**src/rtl/ctrl_pkg.sv**
```systemverilog
// Shared types and constants for the RV32 pipeline control unit.
package ctrl_pkg;

  localparam logic [6:0] OPC_LUI    = 7'b0110111;
  localparam logic [6:0] OPC_AUIPC  = 7'b0010111;
  localparam logic [6:0] OPC_JAL    = 7'b1101111;
  localparam logic [6:0] OPC_JALR   = 7'b1100111;
  localparam logic [6:0] OPC_BRANCH = 7'b1100011;
  localparam logic [6:0] OPC_LOAD   = 7'b0000011;
  localparam logic [6:0] OPC_STORE  = 7'b0100011;
  localparam logic [6:0] OPC_OPIMM  = 7'b0010011;
  localparam logic [6:0] OPC_OP     = 7'b0110011;
  localparam logic [6:0] OPC_FENCE  = 7'b0001111;
  localparam logic [6:0] OPC_SYSTEM = 7'b1110011;

  localparam logic [3:0] CAUSE_ILLEGAL = 4'd2;
  localparam logic [3:0] CAUSE_BREAK   = 4'd3;
  localparam logic [3:0] CAUSE_ECALL_M = 4'd11;
  localparam logic [3:0] CAUSE_IRQ_EXT = 4'd11;

  localparam logic [2:0] LD_NONE = 3'd0;
  localparam logic [2:0] LD_LB   = 3'd1;
  localparam logic [2:0] LD_LH   = 3'd2;
  localparam logic [2:0] LD_LW   = 3'd3;
  localparam logic [2:0] LD_LBU  = 3'd4;
  localparam logic [2:0] LD_LHU  = 3'd5;
  localparam logic [1:0] ST_NONE = 2'd0;

  typedef enum logic [4:0] {
    ALU_ADD    = 5'd0,
    ALU_SUB    = 5'd1,
    ALU_SLL    = 5'd2,
    ALU_SLT    = 5'd3,
    ALU_SLTU   = 5'd4,
    ALU_XOR    = 5'd5,
    ALU_SRL    = 5'd6,
    ALU_SRA    = 5'd7,
    ALU_OR     = 5'd8,
    ALU_AND    = 5'd9,
    ALU_PASSB  = 5'd10,
    ALU_MUL    = 5'd11,
    ALU_MULH   = 5'd12,
    ALU_MULHSU = 5'd13,
    ALU_MULHU  = 5'd14,
    ALU_DIV    = 5'd15,
    ALU_DIVU   = 5'd16,
    ALU_REM    = 5'd17,
    ALU_REMU   = 5'd18
  } alu_op_e;

  typedef enum logic [2:0] {
    BR_EQ   = 3'd0,
    BR_NE   = 3'd1,
    BR_LT   = 3'd2,
    BR_GE   = 3'd3,
    BR_LTU  = 3'd4,
    BR_GEU  = 3'd5,
    BR_NONE = 3'd6,
    BR_UNC  = 3'd7
  } br_type_e;

  typedef enum logic [1:0] {
    WB_PC4 = 2'd0,
    WB_ALU = 2'd1,
    WB_MEM = 2'd2,
    WB_CSR = 2'd3
  } wb_sel_e;

  typedef enum logic [1:0] {
    CSR_NONE = 2'd0,
    CSR_RW   = 2'd1,
    CSR_RS   = 2'd2,
    CSR_RC   = 2'd3
  } csr_op_e;

  typedef struct packed {
    logic       valid;
    alu_op_e    alu;
    br_type_e   br;
    logic [2:0] load;
    logic [1:0] store;
    wb_sel_e    wb;
    logic       reg_write;
    logic       mem_wr;
    logic       mem_rd;
    logic       sel_a;
    logic       sel_b;
    logic       csr_wr;
    logic       csr_rd;
    csr_op_e    csr_op;
    logic       csr_imm;
    logic       mret;
    logic       trap;
    logic       trap_irq;
    logic [3:0] cause;
  } ctrl_bundle_t;

  localparam ctrl_bundle_t BUBBLE = '{
    valid: 1'b0, alu: ALU_ADD, br: BR_NONE, load: LD_NONE, store: ST_NONE,
    wb: WB_PC4, reg_write: 1'b0, mem_wr: 1'b0, mem_rd: 1'b0, sel_a: 1'b0,
    sel_b: 1'b0, csr_wr: 1'b0, csr_rd: 1'b0, csr_op: CSR_NONE, csr_imm: 1'b0,
    mret: 1'b0, trap: 1'b0, trap_irq: 1'b0, cause: 4'd0
  };

  function automatic ctrl_bundle_t trap_bundle(input logic [3:0] cause, input logic irq);
    ctrl_bundle_t b;
    b          = BUBBLE;
    b.valid    = 1'b1;
    b.trap     = 1'b1;
    b.trap_irq = irq;
    b.cause    = cause;
    return b;
  endfunction

  function automatic alu_op_e alu_base(input logic [2:0] f3, input logic alt);
    case (f3)
      3'b000:  return alt ? ALU_SUB : ALU_ADD;
      3'b001:  return ALU_SLL;
      3'b010:  return ALU_SLT;
      3'b011:  return ALU_SLTU;
      3'b100:  return ALU_XOR;
      3'b101:  return alt ? ALU_SRA : ALU_SRL;
      3'b110:  return ALU_OR;
      default: return ALU_AND;
    endcase
  endfunction

  function automatic alu_op_e alu_mext(input logic [2:0] f3);
    case (f3)
      3'b000:  return ALU_MUL;
      3'b001:  return ALU_MULH;
      3'b010:  return ALU_MULHSU;
      3'b011:  return ALU_MULHU;
      3'b100:  return ALU_DIV;
      3'b101:  return ALU_DIVU;
      3'b110:  return ALU_REM;
      default: return ALU_REMU;
    endcase
  endfunction

endpackage

```
**src/rtl/pipe_ctrl_decode.sv**
```systemverilog
// Combinational RV32I/M/Zicsr decoder: instruction word to control bundle plus trap flags.
module pipe_ctrl_decode
  import ctrl_pkg::*;
#(
  parameter bit EN_MEXT = 1'b1,
  parameter bit EN_CSRI = 1'b1
) (
  input  logic [31:0]  instr,
  output ctrl_bundle_t ctrl,
  output logic         illegal,
  output logic         ecall,
  output logic         ebreak,
  output logic         mret,
  output logic         is_div
);

  logic [6:0]  opc;
  logic [2:0]  f3;
  logic [6:0]  f7;
  logic [4:0]  rs1;
  logic [11:0] imm12;
  logic        wr_rd;
  ctrl_bundle_t d;

  assign opc   = instr[6:0];
  assign f3    = instr[14:12];
  assign f7    = instr[31:25];
  assign rs1   = instr[19:15];
  assign imm12 = instr[31:20];
  // Writes to x0 are dropped here so the register file never sees them.
  assign wr_rd = (instr[11:7] != 5'd0);

  always_comb begin
    d       = BUBBLE;
    d.valid = 1'b1;
    illegal = 1'b0;
    ecall   = 1'b0;
    ebreak  = 1'b0;
    mret    = 1'b0;
    is_div  = 1'b0;
    case (opc)
      OPC_LUI: begin
        d.alu = ALU_PASSB; d.sel_b = 1'b1; d.wb = WB_ALU; d.reg_write = wr_rd;
      end
      OPC_AUIPC: begin
        d.sel_a = 1'b1; d.sel_b = 1'b1; d.wb = WB_ALU; d.reg_write = wr_rd;
      end
      OPC_JAL: begin
        d.br = BR_UNC; d.sel_a = 1'b1; d.sel_b = 1'b1; d.wb = WB_PC4; d.reg_write = wr_rd;
      end
      OPC_JALR: begin
        d.br = BR_UNC; d.sel_b = 1'b1; d.wb = WB_PC4; d.reg_write = wr_rd;
        if (f3 != 3'b000) illegal = 1'b1;
      end
      OPC_BRANCH: begin
        d.sel_a = 1'b1; d.sel_b = 1'b1;
        case (f3)
          3'b000:  d.br = BR_EQ;
          3'b001:  d.br = BR_NE;
          3'b100:  d.br = BR_LT;
          3'b101:  d.br = BR_GE;
          3'b110:  d.br = BR_LTU;
          3'b111:  d.br = BR_GEU;
          default: illegal = 1'b1;
        endcase
      end
      OPC_LOAD: begin
        d.mem_rd = 1'b1; d.sel_b = 1'b1; d.wb = WB_MEM; d.reg_write = wr_rd;
        case (f3)
          3'b000:  d.load = LD_LB;
          3'b001:  d.load = LD_LH;
          3'b010:  d.load = LD_LW;
          3'b100:  d.load = LD_LBU;
          3'b101:  d.load = LD_LHU;
          default: illegal = 1'b1;
        endcase
      end
      OPC_STORE: begin
        d.mem_wr = 1'b1; d.sel_b = 1'b1;
        if (f3[2] || f3[1:0] == 2'b11) illegal = 1'b1;
        else d.store = f3[1:0] + 2'd1;
      end
      OPC_OPIMM: begin
        d.sel_b = 1'b1; d.wb = WB_ALU; d.reg_write = wr_rd;
        d.alu   = alu_base(f3, (f3 == 3'b101) && f7[5]);
        if (f3 == 3'b001 && f7 != 7'b0000000) illegal = 1'b1;
        if (f3 == 3'b101 && f7 != 7'b0000000 && f7 != 7'b0100000) illegal = 1'b1;
      end
      OPC_OP: begin
        d.wb = WB_ALU; d.reg_write = wr_rd;
        if (f7 == 7'b0000000) begin
          d.alu = alu_base(f3, 1'b0);
        end else if (f7 == 7'b0100000 && (f3 == 3'b000 || f3 == 3'b101)) begin
          d.alu = alu_base(f3, 1'b1);
        end else if (f7 == 7'b0000001 && EN_MEXT) begin
          d.alu  = alu_mext(f3);
          is_div = f3[2];
        end else begin
          illegal = 1'b1;
        end
      end
      OPC_FENCE: ;
      OPC_SYSTEM: begin
        if (f3 == 3'b000) begin
          case (imm12)
            12'h000: ecall  = 1'b1;
            12'h001: ebreak = 1'b1;
            12'h302: mret   = 1'b1;
            12'h105: ;
            default: illegal = 1'b1;
          endcase
        end else if (f3 == 3'b100 || (f3[2] && !EN_CSRI)) begin
          illegal = 1'b1;
        end else begin
          d.csr_op    = csr_op_e'(f3[1:0]);
          d.csr_imm   = f3[2];
          d.csr_rd    = 1'b1;
          d.csr_wr    = !(f3[1] && rs1 == 5'd0);
          d.wb        = WB_CSR;
          d.reg_write = wr_rd;
        end
      end
      default: illegal = 1'b1;
    endcase

    if (illegal) begin
      ctrl   = trap_bundle(CAUSE_ILLEGAL, 1'b0);
      is_div = 1'b0;
    end else if (ecall) begin
      ctrl = trap_bundle(CAUSE_ECALL_M, 1'b0);
    end else if (ebreak) begin
      ctrl = trap_bundle(CAUSE_BREAK, 1'b0);
    end else if (mret) begin
      ctrl       = BUBBLE;
      ctrl.valid = 1'b1;
      ctrl.mret  = 1'b1;
    end else begin
      ctrl = d;
    end
  end

endmodule

```
**src/rtl/pipe_ctrl_unit.sv**
```systemverilog
// Registered ID/EX control bundle with divide-busy and trap/return sequencing.
module pipe_ctrl_unit
  import ctrl_pkg::*;
#(
  parameter bit          EN_MEXT    = 1'b1,
  parameter int unsigned DIV_CYCLES = 32,
  parameter bit          EN_CSRI    = 1'b1
) (
  input  logic        clk,
  input  logic        rst_n,
  input  logic [31:0] instr_i,
  input  logic        instr_valid_i,
  output logic        instr_ready_o,
  input  logic        stall_i,
  input  logic        flush_i,
  input  logic        irq_i,
  output logic        ctrl_valid_o,
  output logic [4:0]  alu_ctrl_o,
  output logic [2:0]  br_type_o,
  output logic [2:0]  load_o,
  output logic [1:0]  store_o,
  output logic [1:0]  wb_sel_o,
  output logic        reg_write_o,
  output logic        mem_wr_o,
  output logic        mem_rd_o,
  output logic        sel_a_o,
  output logic        sel_b_o,
  output logic        csr_wr_en_o,
  output logic        csr_rd_en_o,
  output logic [1:0]  csr_op_o,
  output logic        csr_imm_o,
  output logic        mret_o,
  output logic        trap_o,
  output logic        trap_irq_o,
  output logic [3:0]  trap_cause_o,
  output logic        busy_o
);

  typedef enum logic [1:0] {ST_RUN, ST_MDIV, ST_TRAP} state_e;

  localparam int unsigned   CW       = (DIV_CYCLES > 2) ? $clog2(DIV_CYCLES) : 1;
  localparam logic [CW-1:0] CNT_LAST = CW'(DIV_CYCLES - 2);

  state_e       state;
  logic [CW-1:0] cnt;
  logic         busy;
  ctrl_bundle_t q;
  ctrl_bundle_t dec;
  logic         dec_illegal, dec_ecall, dec_ebreak, dec_mret, dec_div;

  pipe_ctrl_decode #(
    .EN_MEXT (EN_MEXT),
    .EN_CSRI (EN_CSRI)
  ) u_decode (
    .instr   (instr_i),
    .ctrl    (dec),
    .illegal (dec_illegal),
    .ecall   (dec_ecall),
    .ebreak  (dec_ebreak),
    .mret    (dec_mret),
    .is_div  (dec_div)
  );

  assign instr_ready_o = (state == ST_RUN) && !stall_i;

  always_ff @(posedge clk or negedge rst_n) begin
    if (!rst_n) begin
      state <= ST_RUN;
      q     <= BUBBLE;
      cnt   <= '0;
      busy  <= 1'b0;
    end else if (flush_i) begin
      state <= ST_RUN;
      q     <= BUBBLE;
      cnt   <= '0;
      busy  <= 1'b0;
    end else begin
      case (state)
        // Leaves MDIV one cycle early; the held bundle and busy cover the final
        // cycle, during which the next instruction can already be accepted.
        ST_MDIV: begin
          if (cnt == CNT_LAST) begin
            state <= ST_RUN;
            cnt   <= '0;
          end else begin
            cnt <= cnt + CW'(1);
          end
        end
        ST_TRAP: begin
          state <= ST_RUN;
          q     <= BUBBLE;
          busy  <= 1'b0;
        end
        default: begin
          if (!stall_i) begin
            if (instr_valid_i && irq_i) begin
              q     <= trap_bundle(CAUSE_IRQ_EXT, 1'b1);
              busy  <= 1'b0;
              state <= ST_TRAP;
            end else if (instr_valid_i) begin
              q    <= dec;
              busy <= dec_div;
              if (dec_illegal || dec_ecall || dec_ebreak || dec_mret) begin
                state <= ST_TRAP;
              end else if (dec_div) begin
                state <= ST_MDIV;
                cnt   <= '0;
              end
            end else begin
              q    <= BUBBLE;
              busy <= 1'b0;
            end
          end
        end
      endcase
    end
  end

  assign ctrl_valid_o = q.valid;
  assign alu_ctrl_o   = q.alu;
  assign br_type_o    = q.br;
  assign load_o       = q.load;
  assign store_o      = q.store;
  assign wb_sel_o     = q.wb;
  assign reg_write_o  = q.reg_write;
  assign mem_wr_o     = q.mem_wr;
  assign mem_rd_o     = q.mem_rd;
  assign sel_a_o      = q.sel_a;
  assign sel_b_o      = q.sel_b;
  assign csr_wr_en_o  = q.csr_wr;
  assign csr_rd_en_o  = q.csr_rd;
  assign csr_op_o     = q.csr_op;
  assign csr_imm_o    = q.csr_imm;
  assign mret_o       = q.mret;
  assign trap_o       = q.trap;
  assign trap_irq_o   = q.trap_irq;
  assign trap_cause_o = q.cause;
  assign busy_o       = busy;

endmodule
```
**config.mk**
```make
export PLATFORM = sky130hd
export DESIGN_NAME = pipe_ctrl_unit
export DESIGN_NICKNAME = d
export VERILOG_FILES = /design/src/rtl/ctrl_pkg.sv /design/src/rtl/pipe_ctrl_decode.sv /design/src/rtl/pipe_ctrl_unit.sv
export SDC_FILE = /design/constraint.sdc
export NUM_CORES = 1
export LEC_CHECK = 0
export CAP_MARGIN = 20
export CELL_PAD_IN_SITES_DETAIL_PLACEMENT = 0
export CELL_PAD_IN_SITES_GLOBAL_PLACEMENT = 1
export CORE_AREA = 2 2 103 105
export CTS_BUF_LIST = sky130_fd_sc_hd__clkbuf_16
export DETAILED_ROUTE_END_ITERATION = 16
export DIE_AREA = 0 0 105 107
export PLACE_DENSITY_LB_ADDON = 0.1
export REMOVE_ABC_BUFFERS = 1
export SETUP_SLACK_MARGIN = 0.3
export SYNTH_ARGS = -nofsm -noshare
export SYNTH_HDL_FRONTEND = slang
export SYNTH_HIERARCHICAL = 1
export SYNTH_SLANG_ARGS = --single-unit
export TNS_END_PERCENT = 5
```
**constraint.sdc**
```tcl
create_clock -name clk -period 2.4 [get_ports clk]
set_input_delay 0.72 -clock clk [delete_from_list [all_inputs] [get_ports clk]]
set_output_delay 0.72 -clock clk [all_outputs]
set_load 0.01 [all_outputs]
```
# Word-level counts from Yosys, hierarchy flattened
# Cells that the tools add are included.
word_totals:
  reg_bits: 41
  inputBits: 38
  output_inout_bits: 35
  wordCells: 181
op_classes:
  addsub: 2
  n_eq_ne: 36
  n_mux: 83
  n_reduce_logical: 38
op_table:
  columns: ["operator", "n"]
  rows:
  - ["$mux W33", 7]
  - ["$pmux W5 S7", 2]
  - ["$pmux W33 S2", 1]
  - ["$mux W5", 13]
  - ["$pmux W4 S7", 2]
  - ["$mux W1", 36]
  - ["$mux W32", 1]
  - ["$eq A7 B6 Y1 const B", 4]
  - ["$eq A7 B7 Y1 const B", 4]
  - ["$mux W2", 9]
  - ["$pmux W3 S6", 1]
  - ["$pmux W3 S5", 1]
  - ["$pmux W5 S3", 1]
  - ["$eq A7 B5 Y1 const B", 2]
  - ["$eq A12 B1 Y1 const B", 1]
  - ["$eq A12 B10 Y1 const B", 1]
  - ["$eq A12 B9 Y1 const B", 1]
  - ["$eq A3 B3 Y1 const B", 4]
  - ["$logic_not A12 Y1", 1]
  - ["$pmux W3 S4", 1]
  - ["$reduce_or A4 Y1", 3]
  - ["$pmux W5 S2", 1]
  - ["$reduce_bool A5 Y1", 2]
  - ["$mux W3", 3]
  - ["other kinds (38)", 57]

# Depth between registers and ports, before layout
# Gate-level depths: netlist of the first run.
logic_depth:
  word_depth: 15
  depth_mapped: 12
  depth_no_buf: 11

# Cells and area by module
# The synthesis of the first run kept the hierarchy.
by_module_without_submodules:
  columns: ["module", "n_inst", "cells_each", "area_each_um2", "seq_area_each_um2"]
  rows:
  - ["pipe_ctrl_unit", 1, 146, 1774.2, 1028.5]
  - ["pipe_ctrl_decode", 1, 183, 1176.1, 0.0]

# Least setup slack after synthesis of the first run
# Ideal clock, no wire load.
synth_timing:
  kind: "input -> register"
  from: "input instr_i[13]"
  to: "register cnt[1]"
  t_arrival_ns: 3.111
  required_time_ns: 2.275
  setup_slack_ns: -0.836
  cell_stages: 11
  n_path_buf: 0
  path_cell_list: "inv_1 > ha_1 > or2b_1 > a311oi_2 > a211oi_1 > a211oi_1 > nand2_1 > nor4_2 > a41oi_1 > o21bai_2 > mux2_2"
synth_between:
  elab_chain_len: 11
synth_lines:
  columns: ["element", "line", "rtl"]
  rows:
  - ["start, declared", "pipe_ctrl_unit.sv:11", "input logic [31:0] instr_i,"]
  - ["$eq A3 B3 Y1 or $logic_not A3 Y1 (tied branches)", null, null]
  - ["$logic_or A1 B1 Y1", "pipe_ctrl_decode.sv:93", "end else if (f7 == 7'b0100000 && (f3 == 3'b000 || f3 == 3'b101)) begin"]
  - ["$logic_and A1 B1 Y1", "pipe_ctrl_decode.sv:93", null]
  - ["$mux W1", "pipe_ctrl_decode.sv:93", null]
  - ["$mux W1", "pipe_ctrl_decode.sv:91", "if (f7 == 7'b0000000) begin"]
  - ["$pmux W1 S8 (*)", "pipe_ctrl_decode.sv:41", "case (opc)"]
  - ["named net dec_illegal", "pipe_ctrl_unit.sv:49", "logic dec_illegal, dec_ecall, dec_ebreak, dec_mret, dec_div;"]
  - ["$logic_or A1 B1 Y1 (3 in a row)", "pipe_ctrl_unit.sv:103", "if (dec_illegal || dec_ecall || dec_ebreak || dec_mret) begin"]
  - ["$ne A3 B2 Y1 (no source line)", null, null]
  - ["$reduce_and A6 Y1 (no source line) (*)", null, null]
  - ["end signal, assigned", "pipe_ctrl_unit.sv:86", "cnt <= cnt + CW'(1);"]
  - ["end, declared", "pipe_ctrl_unit.sv:45", "logic [CW-1:0] cnt;"]
# The timed path passes the listed nets; every way through them passes the cells marked *.
# A chain may end at the register's enable or synchronous reset.

# Final worst setup path of the first run
layout_timing:
  from: "input instr_i[29]"
  to: "register cnt[1]"
layout_between:
  elab_chain_len: 10
layout_lines:
  columns: ["element", "line", "rtl"]
  rows:
  - ["$eq A12 B9 Y1, or another cell as far along", "pipe_ctrl_decode.sv:105", "case (imm12)"]
  - ["$reduce_or A4 Y1 (no source line), or another cell as far along", null, null]
  - ["$mux W1, or another cell as far along", "pipe_ctrl_decode.sv:105", null]
  - ["$mux W1 (on tied branches)", "pipe_ctrl_decode.sv:104, pipe_ctrl_decode.sv:87, pipe_ctrl_decode.sv:91", null]
  - ["$pmux W1 S8 (*)", "pipe_ctrl_decode.sv:41", null]
  - ["named net dec_illegal", "pipe_ctrl_unit.sv:49", null]
  - ["$logic_or A1 B1 Y1 (3 in a row)", "pipe_ctrl_unit.sv:103", null]
  - ["$ne A3 B2 Y1 (no source line)", null, null]
  - ["$reduce_and A6 Y1 (no source line) (*)", null, null]
# Marks and branches as above.

==> results of run 1 <==
metrics by stage:
| stage | cells | area (um^2) |
|---|---|---|
| 2_1_floorplan | 306 | 2810 |
| 6_report | 617 | 4820 |
| 3_5_place_dp | 602 | 4370 |
| 5_1_grt | 617 | 4820 |
| 3_3_place_gp | 602 | 4370 |
| 4_1_cts | 617 | 4740 |
metal layers:
layer | part of all wire [%] | up-vias
met5 | 0 | -
met4 | 2.3 | 0
met3 | 3.4 | 13
met2 | 49 | 82
met1 | 45 | 1498
li1 | - | 1530
worst min-delay path by stage:
stage                                           end  slack (ns)  depth (start not counted)
after global routing         trap_irq_o$_DFFE_PN0P_        0.51                          2
after CTS                  ctrl_valid_o$_DFFE_PN0P_        0.49                          2
final                      ctrl_valid_o$_DFFE_PN0P_        0.48                          2
after detailed placement   ctrl_valid_o$_DFFE_PN0P_        0.47                          2
after floorplan           alu_ctrl_o[0]$_DFFE_PN0P_        0.42                          0
after global placement     ctrl_valid_o$_DFFE_PN0P_        0.46                          2
state kept, by name (all words and copies together) (netlist names), 2 cells and up:
| name | flops |
|---|---|
| alu_ctrl_o | 5 |
| cnt | 5 |
| trap_cause_o | 4 |
| br_type_o | 3 |
| load_o | 3 |
| csr_op_o | 2 |
| state | 2 |
| store_o | 2 |
| wb_sel_o | 2 |
worst reg2reg max path, cell delays in order, from the launching register on:
cell	delay, ns
dfrtp_1	0.41
inv_1	0.09
ha_1	0.33
nor2b_2	0.08
o21ba_1	0.24
nor3b_4	0.25
buf_12	0.22
a22o_1	0.16
layout by cell type, fill, tap and decap left out, drive strengths merged, types with 8 or more instances in the layout:
cell type,n
a21oi,10
a22o,26
buf,103
clkbuf,8
clkdlybuf4s50,47
dfrtp,39
ha,14
inv,19
nand2,21
nand3,10
nor2,24
nor3,12
nor3b,8
nor4,13
o21ai,16
layout make-up:
class	instances	area share (%)
tap	136	3.53
inverter	18	1.40
multi-input combinational	247	40.6
timing repair buffer	167	29.7
sequential	41	21.3
clock inverter	3	0.804
clock buffer	5	2.59
cells by family after synthesis:
family / synth area share, %
simple gates: 26.6
compound gates: 24.3
buf+inv: 7.25
flops: 34.9
fa+ha+maj: 5.94
mux: 0.721
other cells: 0.255
power by group:
| group | switching [W] | internal (W) |
|---|---|---|
| combinational | 0.000266 | 0.000249 |
| sequential | 0.00000977 | 0.000711 |
| clock | 0.000270 | 0.000485 |
| total | 0.000547 | 0.00145 |
what timing repair did:
action / CTS / global route
setup buffers: 7 / 0
resized for setup: 95 / 32
hold buffers: 0 / 0
cloned: 0 / 0
setup endpoints to repair: 39 / 37
pin swaps: 27 / 13
==> qor.yml, run 1 <==
place:
  dp_hpwl_um: 7380
  numPortBuffers: 72
  finalWeightedCongestion: 0.884
  place_ws_ns: -1.46
global_routing:
  grt-busiest-layer: "met2"
  antenna_found_initial: 0
  use_met2_pct: 29.5
  grt.overflow.total: 0
  grt_max_degree: 42
  grt_pass1_vias: 3132
  groute.usage.overall_pct: 17.4
  met3_usage_pct: 1.76
  met1_usage_pct: 23.2
  grt_pass1_wl_um: 15700
sta:
  hold_ws_ns: 0.477
  timing.fmax_ghz: 0.329
  post-route-min-period_ns: 3.04
  hold_violations: 0
  slew_headroom_pct: 65.2
  worst_slew_pin_slew_ns: 0.522
  setup_ws_ns: -0.639
  fin_crit_sh_pct: 127
  grt_setup_unrepaired: "yes"
  tns_ns: -5.86
  clock-skew-final_ns: 0.00407
  drv_slew: 0
  finalSetupViolations: 21
critical_path:
  rrSetupSlack_ns: 0.57
  endpoint_kind: "flop"
  crit_chain: "buf_8 > or4_4 > buf_6 > o32ai_4 > a211o_1 > and4_4 > nand2_2 > nor4_4 > buf_4 > a41oi_2 > o21bai_2 > mux2_4"
  crit_fanout: 3
  r2r_start: "state[0]$_DFFE_PN0P_"
  r2r-end: "reg_write_o$_DFFE_PN0P_"
  critPathCapture: "cnt[1]$_DFFE_PN0P_"
  cpLargestDelayFamily: "simple AND/OR/NAND/NOR gates"
  path_buf_inv: 3
  slowest_stage: "or4_4"
  path_depth: 12
  startpoint_type: "input port"
  slowest_delay_ns: 0.53
  startpoint: "instr_i[29]"
  critical_path_class: "input port to flop"
  crit_arrival_ns: 3.20
  r2r_cells: 7
  critPathRequiredTime_ns: 2.57
cts:
  clkTransAtPathRegs_ns: 0.06
  cts.path.max_buffers: 2
  clk_latency_ns: 0.28
  cts_root_buf: "clkbuf_16"
  cts_sinks: 41
  numCtsBuffers: 5
  htreeDepth: 2
  tritoncts: "built"
die:
  initial_core_util_pct: 29.2
  io_pins: 73
  die-area_mm2: 0.0112
  core_area_mm2: 0.0101
  placementRows: 37
  die_width_um: 105
  die_h_um: 107
yosys:
  yosys_register_bits: 41
  yosys.area.top_type: "dfrtp_1"
  synth-edff-count: 0
  synthTopCellsByArea: "dfrtp_1 (33%), a22o_1 (7.7%), ha_1 (5.9%)"
  syn_area_per_cell_um2: 8.97
  ys_warn_count: 6
  synth_most_common_cell: "dfrtp_1"
  synth_commonest_cells: "dfrtp_1 (39), a22o_1 (26), nor2_1 (24)"
  synthCells: 329
  syn_area_mm2: 0.00295
  seq_area_frac_synth_pct: 34.9
  async_reset_ff_share_pct: 100
  synth_top_cell_area_share_pct: 33.1
  synth.distinct_cells: 69
  synth_ff_type: "dfrtp_1"
finish:
  nets: 532
  seqCellArea_mm2: 0.00103
  drive_above_1_share_pct: 37.2
  antenna_cells: 0
  fill_cells: 1032
  final_util_pct: 47.8
  syn2layout_area_growth_pct: 63.5
  multiInputGateArea_mm2: 0.00196
detailed_routing:
  vias: 3123
  postRouteAntennaNets: 0
  wl_um: 9600
  first_pass_iters: 4
  wl_per_cell_um: 15.6
  drtIter0Drc: 147
  drc: 0
  viasPerCell: 5.06
power_and_ir_drop:
  p_total_w: 0.00199
  ir_worst_vdd_mv: 0.267
  leakage_nw: 2.12
  p_per_area_mw_per_mm2: 413
hold_path:
  hold_path.startpoint: "ctrl_valid_o$_DFFE_PN0P_"
  min_path_type: "flop to flop"
job:
  cap_violations: 0
status:
  violations: "setup timing"
  status: "complete, but fails checks"
Note: power is estimated with default switching activity, not from simulation.
==> inputs of run 2 (changes only) <==
==> constraint.sdc (replaced) <==
create_clock -name clk -period 3.2 [get_ports clk]
set_input_delay 0.64 -clock clk [delete_from_list [all_inputs] [get_ports clk]]
set_output_delay 0.64 -clock clk [all_outputs]
set_load 0.01 [all_outputs]
==> qor.yml, run 2 (same netlist as run 1, synthesis figures left out) <==
critical_path:
  startpoint_type: "input port"
  r2r-end: "alu_ctrl_o[1]$_DFFE_PN0P_"
  crit_arrival_ns: 3.16  # -0.04 ns
  r2r_start: "state[0]$_DFFE_PN0P_"
  endpoint_kind: "flop"
  critical_path_class: "input port to flop"
  r2r_cells: 6  # -1
  rrSetupSlack_ns: 1.27  # +0.70 ns
  startpoint: "instr_i[27]"
  critPathRequiredTime_ns: 3.35  # +0.78 ns
  crit_fanout: 3  # unchanged
cts:
  tritoncts: "built"
  cts_hold_buffers: 0  # unchanged
  htreeDepth: 2  # unchanged
  cts_sinks: 41  # unchanged
  clk_latency_ns: 0.28  # about the same
  numCtsBuffers: 5  # unchanged
  clkTransAtPathRegs_ns: 0.06  # about the same
  cts_root_buf: "clkbuf_16"
  cts.path.max_buffers: 2  # unchanged
place:
  place_area_mm2: 0.00419  # -4.1%
  finalWeightedCongestion: 0.883  # -0.12%
  dp_hpwl_um: 7190  # -2.5%
  place_ws_ns: -0.525  # +0.939 ns
  dp_cells: 580  # -3.7%
  numPortBuffers: 72  # unchanged
die:
  initial_core_util_pct: 29.2  # unchanged
  die_h_um: 107  # unchanged
  die_width_um: 105  # unchanged
  die-area_mm2: 0.0112  # unchanged
  core_area_mm2: 0.0101  # unchanged
  io_pins: 73  # unchanged
  placementRows: 37  # unchanged
detailed_routing:
  postRouteAntennaNets: 0  # unchanged
  wl_um: 9630  # +0.38%
  viasPerCell: 4.96  # -2.0%
  wl_per_cell_um: 15.8  # +1.7%
  drc: 0  # unchanged
  vias: 3020  # -3.3%
  first_pass_iters: 4  # unchanged
  drtIter0Drc: 137  # -6.8%
status:
  status: "finished clean"
global_routing:
  grt-busiest-layer: "met2"
  groute.usage.overall_pct: 17.5  # +0.11 points
  grt_pass1_vias: 3076  # -1.8%
  antenna_found_initial: 0  # unchanged
  met1_usage_pct: 24.2  # +0.97 points
  grt_pass1_wl_um: 15900  # +0.79%
  grt_max_degree: 42  # unchanged
  met3_usage_pct: 1.76  # unchanged
  grt.overflow.total: 0  # unchanged
  use_met2_pct: 29.1  # -0.46 points
sta:
  fin_crit_sh_pct: 94.2
  timing.fmax_ghz: 0.332
  finalSetupViolations: 0  # -100%
  hold_ws_ns: 0.476  # -0.00127 ns
  slew_headroom_pct: 37.9  # -27 points
  drv_slew: 0  # unchanged
  hold_violations: 0  # unchanged
  clock-skew-final_ns: 0.00464  # +0.000568 ns
  setup_ws_ns: 0.186  # +0.825 ns
  post-route-min-period_ns: 3.01
  worst_slew_pin_slew_ns: 0.931  # +0.408 ns
  grt_setup_unrepaired: "yes"
finish:
  drive_above_1_share_pct: 29.8  # -7.4 points
  mostFrequentLayoutCells: "buf_4 (84), clkdlybuf4s50_1 (53), dfrtp_1 (39), a22o_1 (26), nor2_1 (22)"
  syn2layout_area_growth_pct: 57.6
  seqCellArea_mm2: 0.00103  # unchanged
  multiInputGateArea_mm2: 0.00184  # -5.9%
  fin_area_mm2: 0.00465  # -3.6%
  nets: 524  # -1.5%
  antenna_cells: 0  # unchanged
  final_cells: 609  # -1.3%
  final_common_cell: "buf_4"
  fill_cells: 1031  # -0.097%
  final_util_pct: 46.1  # -1.7 points
hold_path:
  hold_path.startpoint: "trap_irq_o$_DFFE_PN0P_"
  hold_end: "trap_irq_o$_DFFE_PN0P_"
  whs_path_depth: 2  # unchanged
  min_path_type: "flop to flop"
power_and_ir_drop:
  switchingPower_w: 0.000412  # -25%
  combinationalPowerShare_pct: 24.6  # -1.3 points
  leakage_nw: 2.05  # -2.9%
  swShare_pct: 27.8  # +0.31 points
  power_frac_clock_pct: 39.0  # +1.1 points
  p_per_area_mw_per_mm2: 319  # -23%
  p_int_w: 0.00107  # -26%
  seqPwrFrac_pct: 36.4  # +0.2 points
  ir_worst_vdd_mv: 0.262  # -2.1%
job:
  cap_violations: 0  # unchanged
==> run 2: cell count changes in the layout (fill, tap and decap cells not counted), moves of 3 or more <==
cell | previous run | this run
clkdlybuf4s15_2 | 3 | 0
o21ai_1 | 6 | 3
clkdlybuf4s15_1 | 2 | 5
o21ai_0 | 9 | 12
buf_6 | 7 | 4
buf_4 | 88 | 84
clkdlybuf4s50_1 | 47 | 53
buf_2 | 6 | 3
==> run 2: critical path: stages <==
cell           delay, ns
dlygate4sd2_1       0.24
or3_4               0.37
buf_12              0.15
a311oi_4            0.24
a211oi_2            0.10
a211oi_2            0.32
buf_4               0.17
buf_4               0.09
buf_4               0.09
buf_4               0.09
buf_4               0.10
buf_4               0.09
buf_4               0.10
nand3_1             0.14
o21ai_1             0.15
o21ai_0             0.08
==> run 2: metal layers <==
layer / part of all wire (%) / vias up / wire length, um
li1: - / 1509 / -
met1: 47 / 1442 / 4530
met2: 49 / 61 / 4680
met3: 2.9 / 8 / 280
met4: 1.5 / 0 / 141
met5: 0 / - / 0
==> run 2: how the worst max path moves through the flow <==
| stage | endpoint | slack [ns] | depth (start not counted) |
|---|---|---|---|
| 2_1_floorplan | cnt[1]$_DFFE_PN0P_ | -0.12 | 11 |
| 3_3_place_gp | cnt[1]$_DFFE_PN0P_ | -0.45 | 11 |
| 3_5_place_dp | cnt[1]$_DFFE_PN0P_ | -0.53 | 13 |
| 4_1_cts | cnt[1]$_DFFE_PN0P_ | 0.24 | 11 |
| 5_1_grt | cnt[1]$_DFFE_PN0P_ | 0.06 | 13 |
| 6_report | trap_o$_DFFE_PN0P_ | 0.19 | 16 |
==> run 2: timing repair <==
item	in CTS	in global routing
buffers inserted	19	2
endpoints found under the setup margin	14	10
resized for setup	53	20
endpoints found under the hold margin	0	0
pin swaps	17	13
==> run 2: final cells by class <==
| cell class | count | share of cell area [%] |
|---|---|---|
| multi-input cells | 247 | 39.7 |
| repair buffers | 159 | 29.5 |
| clock buffers | 5 | 2.69 |
| clock inverters | 3 | 0.888 |
| flip-flops and latches | 41 | 22.1 |
| well taps | 136 | 3.66 |
| inverters | 18 | 1.45 |
==> run 2: power by group through the flow <==
stage | registers (W) | logic [W] | clock network [W]
after global placement | 0.000550 | 0.000344 | 0
after floorplan | 0.000554 | 0.000138 | 0
after global routing | 0.000542 | 0.000402 | 0.000605
final | 0.000540 | 0.000365 | 0.000580
after CTS | 0.000541 | 0.000357 | 0.000586
after detailed placement | 0.000550 | 0.000342 | 0
==> run 2: metrics by stage <==
step,power (W),setup TNS (ns)
CTS,0.00148,0
global route,0.00155,0
floorplan,0.000692,-0.123
global placement,0.000893,-2.43
detailed placement,0.000892,-2.83
finish,0.00148,0
==> inputs of run 3 (changes only) <==
CORE_AREA = 2 2 87 123   (was 2 2 103 105)
DIE_AREA = 0 0 89 125   (was 0 0 105 107)
==> qor.yml, run 3 (same netlist as run 1, synthesis figures left out) <==
sta:
  clock-skew-final_ns: 0.00626  # +0.00162 ns
  fin_crit_sh_pct: 91.7  # -2.5 points
  grt_setup_unrepaired: "yes"
  slew_headroom_pct: 38.4  # +0.48 points
  timing.fmax_ghz: 0.341  # +2.7%
  finalSetupViolations: 0  # unchanged
  post-route-min-period_ns: 2.93  # -0.0794 ns
  hold_ws_ns: 0.474  # -0.00169 ns
  worst_slew_pin_slew_ns: 0.924  # -0.00722 ns
  hold_violations: 0  # unchanged
  drv_slew: 0  # unchanged
critical_path:
  endpoint_kind: "flop"
  r2r-end: "store_o[1]$_DFFE_PN0P_"
  crit_fanout: 3  # unchanged
  startpoint_type: "input port"
  slowest_delay_ns: 0.55  # +0.18 ns
  r2r_cells: 6  # unchanged
  critical_path_class: "input port to flop"
  path_depth: 11  # -5
  critPathCapture: "cnt[1]$_DFFE_PN0P_"
  critPathRequiredTime_ns: 3.37  # +0.02 ns
  slowest_stage: "or4_4"
  startpoint: "instr_i[30]"
  crit_arrival_ns: 3.11  # -0.05 ns
  path_buf_inv: 3  # -6
  cpLargestDelayFamily: "simple AND/OR/NAND/NOR gates"
  rrSetupSlack_ns: 1.25  # -0.02 ns
  r2r_start: "state[0]$_DFFE_PN0P_"
  path_common_cell: "or4_4"
  crit_chain: "buf_6 > or4_4 > or3_1 > or4_4 > inv_2 > and2_4 > nor4_4 > buf_4 > a41oi_2 > o21bai_2 > mux2_4"
detailed_routing:
  wl_per_cell_um: 15.9  # +0.41%
  postRouteAntennaNets: 0  # unchanged
  first_pass_iters: 4  # unchanged
  vias: 3049  # +0.96%
  drtIter0Drc: 137  # unchanged
  viasPerCell: 5.02  # +1.3%
  drc: 0  # unchanged
  wl_um: 9640  # about the same
global_routing:
  grt_max_degree: 42  # unchanged
  antenna_found_initial: 0  # unchanged
  groute.usage.overall_pct: 17.5  # about the same
  grt_pass1_wl_um: 15400  # -3.3%
  grt_pass1_vias: 3129  # +1.7%
  grt.overflow.total: 0  # unchanged
die:
  die_h_um: 125  # +17%
  placementRows: 44  # +19%
  io_pins: 73  # unchanged
  core_area_mm2: 0.0101  # +0.37%
  die-area_mm2: 0.0111  # -0.98%
  initial_core_util_pct: 29.1  # -0.11 points
  die_width_um: 89  # -15%
place:
  dp_hpwl_um: 7390  # +2.8%
  dp_cells: 586  # +1.0%
  numPortBuffers: 72  # unchanged
  finalWeightedCongestion: 0.791  # -10%
power_and_ir_drop:
  switchingPower_w: 0.000403  # -2.1%
  p_total_w: 0.00139  # -6.0%
  power_frac_clock_pct: 35.3  # -3.7 points
  p_per_area_mw_per_mm2: 300  # -5.9%
  p_int_w: 0.000991  # -7.6%
  leakage_nw: 2.01  # -2.0%
  ir_worst_vdd_mv: 0.203  # -22%
  combinationalPowerShare_pct: 25.9  # +1.3 points
  seqPwrFrac_pct: 38.8  # +2.4 points
  swShare_pct: 28.9  # +1.2 points
hold_path:
  min_path_type: "flop to flop"
finish:
  syn2layout_area_growth_pct: 57.4
  final_common_cell: "buf_4"
  seqCellArea_mm2: 0.00103  # unchanged
  drive_above_1_share_pct: 30.3  # +0.47 points
  final_cells: 607  # -0.33%
  antenna_cells: 0  # unchanged
  nets: 520  # -0.76%
  fill_cells: 1047  # +1.6%
  mostFrequentLayoutCells: "buf_4 (80), clkdlybuf4s50_1 (56), dfrtp_1 (39), a22o_1 (26), nor2_1 (22)"
  multiInputGateArea_mm2: 0.00189  # +2.7%
cts:
  clkTransAtPathRegs_ns: 0.06  # about the same
  htreeDepth: 2  # unchanged
  cts_root_buf: "clkbuf_16"
  tritoncts: "built"
  numCtsBuffers: 5  # unchanged
  cts_sinks: 41  # unchanged
  cts.path.max_buffers: 2  # unchanged
  clk_latency_ns: 0.29  # about the same
job:
  cap_violations: 0  # unchanged
status:
  status: "finished clean"
==> run 3: changes by cell type in the layout (fill, tap and decap cells not counted), sizes merged, moves of 2 or more <==
cell,previous run,this run
dlymetal6s2s,2,0
clkdlybuf4s50,53,56
dlygate4sd2,6,3
clkinv,1,3
buf,92,87
clkbuf,6,8
==> run 3: worst min-delay path by stage <==
stage / start / to / slack [ns] / cells after the start
global placement: trap_irq_o$_DFFE_PN0P_ / trap_irq_o$_DFFE_PN0P_ / 0.47 / 2
CTS: trap_o$_DFFE_PN0P_ / trap_o$_DFFE_PN0P_ / 0.48 / 2
global route: trap_o$_DFFE_PN0P_ / trap_o$_DFFE_PN0P_ / 0.53 / 2
finish: trap_o$_DFFE_PN0P_ / trap_o$_DFFE_PN0P_ / 0.47 / 2
floorplan: rst_n / alu_ctrl_o[0]$_DFFE_PN0P_ / 0.34 / 0
detailed placement: trap_o$_DFFE_PN0P_ / trap_o$_DFFE_PN0P_ / 0.47 / 2
==> run 3: layout make-up <==
type,instances,area share [%]
clock inverters,3,0.377
well taps,138,3.72
inverters,18,1.45
multi-input cells,247,40.8
repair buffers,155,28.8
clock buffers,5,2.69
flip-flops and latches,41,22.1
==> run 3: tightest hold or removal path: stages, from the launching register on <==
cell     delay, ns
dfrtp_1       0.34
nand2_1       0.04
o21ai_0       0.06
==> run 3: routing by layer <==
layer | global-route usage (%) | part of all wire, % | up-vias
li1 | - | - | 1498
met1 | 21.2 | 41 | 1497
met2 | 31.8 | 55 | 46
met3 | 1.91 | 2.2 | 8
met4 | 5.18 | 1.4 | 0
met5 | 0 | 0 | -
==> run 3: repair_timing <==
action | in CTS | in global routing
hold buffers | 0 | 0
setup endpoints to repair | 9 | 7
resized for setup | 53 | 23
buffers inserted | 12 | 1
pin swaps | 14 | 12
==> run 3: through the flow <==
| step | area (um^2) | setup slack [ns] | TNS (ns) | util [%] |
|---|---|---|---|---|
| 3_5_place_dp | 4230 | -0.529 | -2.48 | 41.8 |
| 5_1_grt | 4640 | 0.196 | 0 | 45.8 |
| 6_report | 4640 | 0.265 | 0 | 45.8 |
| 2_1_floorplan | 2810 | -0.123 | -0.123 | - |
| 3_3_place_gp | 4230 | -0.490 | -2.28 | 41.8 |
| 4_1_cts | 4560 | 0.254 | 0 | 45.0 |
==> run 3: power by group through the flow <==
stage	sequential, W	clock (W)	combinational (W)
floorplan	0.000554	0	0.000138
global placement	0.000550	0	0.000349
detailed placement	0.000550	0	0.000349
CTS	0.000541	0.000505	0.000356
global route	0.000542	0.000524	0.000398
finish	0.000541	0.000492	0.000361
